File: config.mk
export PLATFORM = sky130hd
export DESIGN_NAME = voice_allocator
export DESIGN_NICKNAME = d
export VERILOG_FILES = /design/src/rtl/voice_allocator.sv
export SDC_FILE = /design/constraint.sdc
export NUM_CORES = 1
export LEC_CHECK = 0
export CAP_MARGIN = 10
export CORE_UTILIZATION = 30
export CTS_CLUSTER_SIZE = 10
export DETAILED_ROUTE_END_ITERATION = 10
export GPL_TIMING_DRIVEN = 0
export MAX_ROUTING_LAYER = met4
export SLEW_MARGIN = 20
export SYNTH_ARGS = -nofsm -noshare
export SYNTH_HDL_FRONTEND = slang
export SYNTH_SLANG_ARGS = --single-unit
File: constraint.sdc
create_clock -name clk_i -period 7.8 [get_ports clk_i]
set_input_delay 1.95 -clock clk_i [delete_from_list [all_inputs] [get_ports clk_i]]
set_output_delay 1.95 -clock clk_i [all_outputs]
set_load 0.02 [all_outputs]
File: src/rtl/voice_allocator.sv
// Polyphonic voice allocator: maps MIDI note-on/off events onto NUM_VOICES voices
// with retrigger, free-voice and oldest-voice-steal policies, one voice scanned per cycle.
module voice_allocator #(
  parameter int NUM_VOICES = 4,
  parameter int MIDI_BITS  = 7,
  parameter int VEL_BITS   = 7,
  parameter int AGE_BITS   = 4
) (
  input  logic                            clk_i,
  input  logic                            n_rst_i,
  input  logic                            ev_valid_i,
  output logic                            ev_ready_o,
  input  logic                            ev_on_i,
  input  logic [MIDI_BITS-1:0]            ev_note_i,
  input  logic [VEL_BITS-1:0]             ev_vel_i,
  output logic [NUM_VOICES*MIDI_BITS-1:0] voice_note_o,
  output logic [NUM_VOICES*VEL_BITS-1:0]  voice_vel_o,
  output logic [NUM_VOICES-1:0]           voice_gate_o,
  output logic [NUM_VOICES-1:0]           voice_trig_o,
  output logic                            steal_o
);

  localparam int IDX_W = (NUM_VOICES > 1) ? $clog2(NUM_VOICES) : 1;
  localparam logic [IDX_W-1:0] LAST_IDX = IDX_W'(NUM_VOICES - 1);

  typedef enum logic [1:0] {S_IDLE, S_SCAN, S_COMMIT} state_t;

  state_t               state_q, state_d;
  logic [IDX_W-1:0]     idx_q, idx_d;
  logic                 ev_on_q, ev_on_d;
  logic [MIDI_BITS-1:0] ev_note_q, ev_note_d;
  logic [VEL_BITS-1:0]  ev_vel_q, ev_vel_d;

  logic                 hit_q, hit_d;
  logic [IDX_W-1:0]     hit_idx_q, hit_idx_d;
  logic                 free_q, free_d;
  logic [IDX_W-1:0]     free_idx_q, free_idx_d;
  logic [IDX_W-1:0]     old_idx_q, old_idx_d;
  logic [AGE_BITS-1:0]  old_age_q, old_age_d;

  logic [MIDI_BITS-1:0] note_q [NUM_VOICES];
  logic [MIDI_BITS-1:0] note_d [NUM_VOICES];
  logic [VEL_BITS-1:0]  vel_q  [NUM_VOICES];
  logic [VEL_BITS-1:0]  vel_d  [NUM_VOICES];
  logic [AGE_BITS-1:0]  age_q  [NUM_VOICES];
  logic [AGE_BITS-1:0]  age_d  [NUM_VOICES];
  logic [NUM_VOICES-1:0] gate_q, gate_d;
  logic [NUM_VOICES-1:0] trig_q, trig_d;
  logic                  steal_q, steal_d;

  logic                 is_on;
  logic [IDX_W-1:0]     sel;

  // A zero-velocity note-on is a note-off in MIDI running-status practice.
  assign is_on = ev_on_q && (ev_vel_q != '0);

  always_comb begin
    state_d    = state_q;
    idx_d      = idx_q;
    ev_on_d    = ev_on_q;
    ev_note_d  = ev_note_q;
    ev_vel_d   = ev_vel_q;
    hit_d      = hit_q;
    hit_idx_d  = hit_idx_q;
    free_d     = free_q;
    free_idx_d = free_idx_q;
    old_idx_d  = old_idx_q;
    old_age_d  = old_age_q;
    note_d     = note_q;
    vel_d      = vel_q;
    age_d      = age_q;
    gate_d     = gate_q;
    trig_d     = '0;
    steal_d    = 1'b0;
    sel        = old_idx_q;

    case (state_q)
      S_IDLE: begin
        if (ev_valid_i) begin
          ev_on_d   = ev_on_i;
          ev_note_d = ev_note_i;
          ev_vel_d  = ev_vel_i;
          idx_d     = '0;
          hit_d     = 1'b0;
          free_d    = 1'b0;
          old_idx_d = '0;
          old_age_d = '0;
          state_d   = S_SCAN;
        end
      end
      S_SCAN: begin
        if (gate_q[idx_q] && (note_q[idx_q] == ev_note_q) && !hit_q) begin
          hit_d     = 1'b1;
          hit_idx_d = idx_q;
        end
        if (!gate_q[idx_q] && !free_q) begin
          free_d     = 1'b1;
          free_idx_d = idx_q;
        end
        // Strict greater-than keeps the lowest index on age ties.
        if ((idx_q == '0) || (age_q[idx_q] > old_age_q)) begin
          old_idx_d = idx_q;
          old_age_d = age_q[idx_q];
        end
        if (idx_q == LAST_IDX) state_d = S_COMMIT;
        else                   idx_d   = idx_q + 1'b1;
      end
      S_COMMIT: begin
        state_d = S_IDLE;
        if (is_on) begin
          if (hit_q)       sel = hit_idx_q;
          else if (free_q) sel = free_idx_q;
          else             sel = old_idx_q;
          for (int v = 0; v < NUM_VOICES; v++) begin
            if (gate_q[v] && (age_q[v] != '1)) age_d[v] = age_q[v] + 1'b1;
          end
          note_d[sel] = ev_note_q;
          vel_d[sel]  = ev_vel_q;
          gate_d[sel] = 1'b1;
          age_d[sel]  = '0;
          trig_d[sel] = 1'b1;
          steal_d     = !hit_q && !free_q;
        end else begin
          for (int v = 0; v < NUM_VOICES; v++) begin
            if (gate_q[v] && (note_q[v] == ev_note_q)) gate_d[v] = 1'b0;
          end
        end
      end
      default: state_d = S_IDLE;
    endcase
  end

  always_ff @(posedge clk_i or negedge n_rst_i) begin
    if (!n_rst_i) begin
      state_q    <= S_IDLE;
      idx_q      <= '0;
      ev_on_q    <= 1'b0;
      ev_note_q  <= '0;
      ev_vel_q   <= '0;
      hit_q      <= 1'b0;
      hit_idx_q  <= '0;
      free_q     <= 1'b0;
      free_idx_q <= '0;
      old_idx_q  <= '0;
      old_age_q  <= '0;
      gate_q     <= '0;
      trig_q     <= '0;
      steal_q    <= 1'b0;
      for (int v = 0; v < NUM_VOICES; v++) begin
        note_q[v] <= '0;
        vel_q[v]  <= '0;
        age_q[v]  <= '0;
      end
    end else begin
      state_q    <= state_d;
      idx_q      <= idx_d;
      ev_on_q    <= ev_on_d;
      ev_note_q  <= ev_note_d;
      ev_vel_q   <= ev_vel_d;
      hit_q      <= hit_d;
      hit_idx_q  <= hit_idx_d;
      free_q     <= free_d;
      free_idx_q <= free_idx_d;
      old_idx_q  <= old_idx_d;
      old_age_q  <= old_age_d;
      gate_q     <= gate_d;
      trig_q     <= trig_d;
      steal_q    <= steal_d;
      note_q     <= note_d;
      vel_q      <= vel_d;
      age_q      <= age_d;
    end
  end

  assign ev_ready_o   = (state_q == S_IDLE);
  assign voice_gate_o = gate_q;
  assign voice_trig_o = trig_q;
  assign steal_o      = steal_q;

  for (genvar gv = 0; gv < NUM_VOICES; gv++) begin : g_pack
    assign voice_note_o[gv*MIDI_BITS +: MIDI_BITS] = note_q[gv];
    assign voice_vel_o[gv*VEL_BITS +: VEL_BITS]    = vel_q[gv];
  end

endmodule

==> results of run 1 <==
[layout by cell type (no fill, tap or decap), drive strengths merged, types with 4 or more instances in the layout]
cell           instances
mux2                  49
xnor2                 46
buf                   19
o21ai                 14
nand3                 15
mux2i                 17
clkdlybuf4s50         82
a21oi                  7
clkbuf                16
dfrtp                112
inv                   13
nand2                108
mux4                   6
nand4                  4
nor3                  10
clkinv                 4
ha                    10
nor2                  26
[logic make-up (layout without fill, tap and decap cells)]
| group | after synthesis | after routing | synth area share |
|---|---|---|---|
| flops | 112 | 112 | 0.517 |
| buf+inv | 37 | 137 | 0.0358 |
| mux | 72 | 72 | 0.168 |
| simple gates | 179 | 179 | 0.143 |
| compound gates | 30 | 30 | 0.0340 |
| fa+ha+maj | 10 | 10 | 0.0231 |
| xor+xnor | 49 | 49 | 0.0792 |
[tightest hold or removal path, stage by stage (launching register included)]
cell and delay, ns:
dfrtp_1 0.35, nand2_1 0.05, nand2_1 0.06
[worst min path at each step]
stage | endpoint | slack [ns] | cells past startpoint
2_1_floorplan | hit_idx_q[1] | 0.45 | 1
3_3_place_gp | voice_vel_o[1] | 0.46 | 2
3_5_place_dp | voice_vel_o[0] | 0.47 | 2
4_1_cts | voice_vel_o[0] | 0.49 | 2
5_1_grt | voice_vel_o[5] | 0.52 | 2
6_report | voice_vel_o[6] | 0.49 | 2
[registers in the layout, indices dropped and copies added, names as in the netlist, 2 cells and up]
register      count
voice_note_o     28
voice_vel_o      28
age_q            16
ev_note_q         7
ev_vel_q          7
old_age_q         4
voice_gate_o      4
voice_trig_o      4
free_idx_q        2
hit_idx_q         2
idx_q             2
old_idx_q         2
state_q           2
[power by group]
group / leakage, nW / internal [mW] / switching [mW]
clock network: 0.138 / 0.248 / 0.204
logic: 1.47 / 0.411 / 0.472
registers: 1.52 / 0.717 / 0.139
[final cells by class]
type	count	area (um^2)	area share
Buffer	23	141	0.0207
Clock buffer	10	229	0.0334
Clock inverter	6	60.1	0.00877
Inverter	14	52.6	0.00768
Multi-Input combinational cell	340	2420	0.353
Sequential cell	112	2800	0.409
Tap cell	225	282	0.0411
Timing Repair Buffer	84	860	0.126
[through the flow]
step                power, mW  worst slack, ns  cell area (um^2)  instances
detailed placement       1.75             3.94              6560        798
global route             2.33             4.09              6850        814
finish                   2.19             4.19              6850        814
floorplan                1.41             5.01              5420        489
global placement         1.74            0.493              6530        797
CTS                      2.21             4.19              6850        814
[routing by layer]
metal  wire length (um)  track usage  vias to the layer above  share of wire
li1                   -            -                     1831              -
met1               6090        0.215                     1918           0.45
met2               6350        0.248                      109           0.47
met3                879       0.0336                       21          0.065
met4                306       0.0562                        0          0.022
met5                  0            -                        -              0
==> run summary, run 1 <==
Fin. Hold Viols -> 0
Post-CTS Setup Bufs -> 0
Number of flops mapped to enable cells by yosys -> 0
Filler cells -> 1,686
Largest stage delay, worst path -> 0.67 ns
Reg-to-Reg Start -> idx_q[0]
Total Wirelength -> 13,600 um
Cell taking the most area after synthesis -> dfrtp_1
Tot GR Track Use -> 0.163
Top cells by area in the synthesized netlist -> dfrtp_1, xnor2_1, nand2_1
Critical path's slowest cell -> clkdlybuf4s50_1
Initial antenna violation count -> 0
Layout cells sized above 1 -> 0.158
Fmax -> 277 MHz
# H-tree levels -> 3
Total number of vias -> 3,879
Routability cong. -> 0.773
Main synth FF type -> dfrtp_1
Setup TNS -> 0 ns
Layout Nets -> 612
CP endpoint -> ev_ready_o
N_diodes -> 0
Max-Cap Viols -> 0
Vias per cell -> 4.77
Cell Rows -> 48
Utilization after layout -> 0.392
DR WL/cell -> 16.7 um
Critical path buffer and inverter count -> 1
Gr ovfl total -> 0
Clock buffer depth -> 2
CTS root buf -> clkbuf_16
First-pass iteration count of the detailed router -> 4
FF-to-FF setup slack -> 4.68 ns
Die footprint -> 18,600 um^2
Die X -> 136 um
Pins Over Slew Limit -> 0
P_leak -> 3.13 nW
Crit-path max FO -> 7
Area growth from synthesis to layout -> 26.4%
Syn nets -> 517
Slew at the pin with the worst max-slew slack -> 0.752 ns
FF-to-FF path depth -> 9
PwrDens -> 320 nW/um^2
CTS Hold Buffers Added -> 0
ANT nets after route -> 0
Startpoint Class -> flop
Initial DRC Count -> 208
CTS Buf Count -> 9
Die Y-Extent -> 136 um
Worst-path cell chain -> nor2_1 -> clkdlybuf4s50_1
Post-CTS sizing -> 0
CP arrival -> 1.66 ns
Worst setup startpoint -> state_q[0]
Worst VDD drop -> 0.000145 V
Most common cell in the synthesized netlist -> dfrtp_1
Clock Skew -> 0.00664 ns
Crit-path leading delay family -> buffers and inverters
Hpwl dp -> 9970 um
Starting Density -> 0.310
Clk sink count -> 112
Skew-Pair Late Insertion Delay -> 0.34 ns
Final Critical Period -> 3.61 ns
Yosys warning count -> 0
Placeable Area -> 17,500 um^2
CP endpoint kind -> primary output
Hold Crit Start -> voice_vel_o[6]
Port bufs -> 83
Area fraction of the dominant cell type after synthesis -> 0.517
Final hold slack -> 0.486 ns
R2R Path End -> old_age_q[2]
FF+latch count, synth -> 112
Ys async rst share -> 1.00
Final setup violation count -> 0
Io pins -> 84
Slew Limit Headroom -> 0.499
Syn Std Cell Area -> 5420 um^2
Library cells used by synthesis -> 41
Vias in the first global route -> 4,010
Post-synthesis sequential area ratio -> 0.517
Clock Pin Slew Worst Setup and Hold Paths -> 0.07 ns
Synth top cells by count -> dfrtp_1, nand2_1, xnor2_1, mux2_2, nor2_1
Crit Path Class -> flop to primary output
First-pass GRT wire length -> 22,200 um
Mean Syn Cell Area -> 11.1 um^2
RSZ-0062 raised after global routing -> false
Critical Path RT -> 5.85 ns
Status -> finished, final reports clean
Worst path depth -> 2
Hold Path Class -> flop to flop
Cells after Synth -> 489
Pin count of the biggest net entering global routing -> 64
Remaining DRCs -> 0
Final cycle utilization of the critical path -> 0.463
CTS tree -> done
No activity file was read; power rests on OpenSTA's default activity.
==> inputs of run 2 (changes only) <==
Clock period 7.8 ns to 3.55 ns, I/O delays scaled along.
==> results of run 2 <==
Same layout as run 1 (identical final DEF). Status: finished, final reports clean.
Among the figures that moved: setup slack after placement 3.94 ns -> 0.430 ns; setup slack after layout 4.19 ns -> 0.434 ns; start point of the critical path state_q[0] -> idx_q[0]; end point of the critical path ev_ready_o -> old_age_q[2]; register-to-register setup slack 4.68 ns -> 0.43 ns; total power 2.19 mW -> 4.81 mW; worst IR drop on VDD 0.000145 V -> 0.000319 V
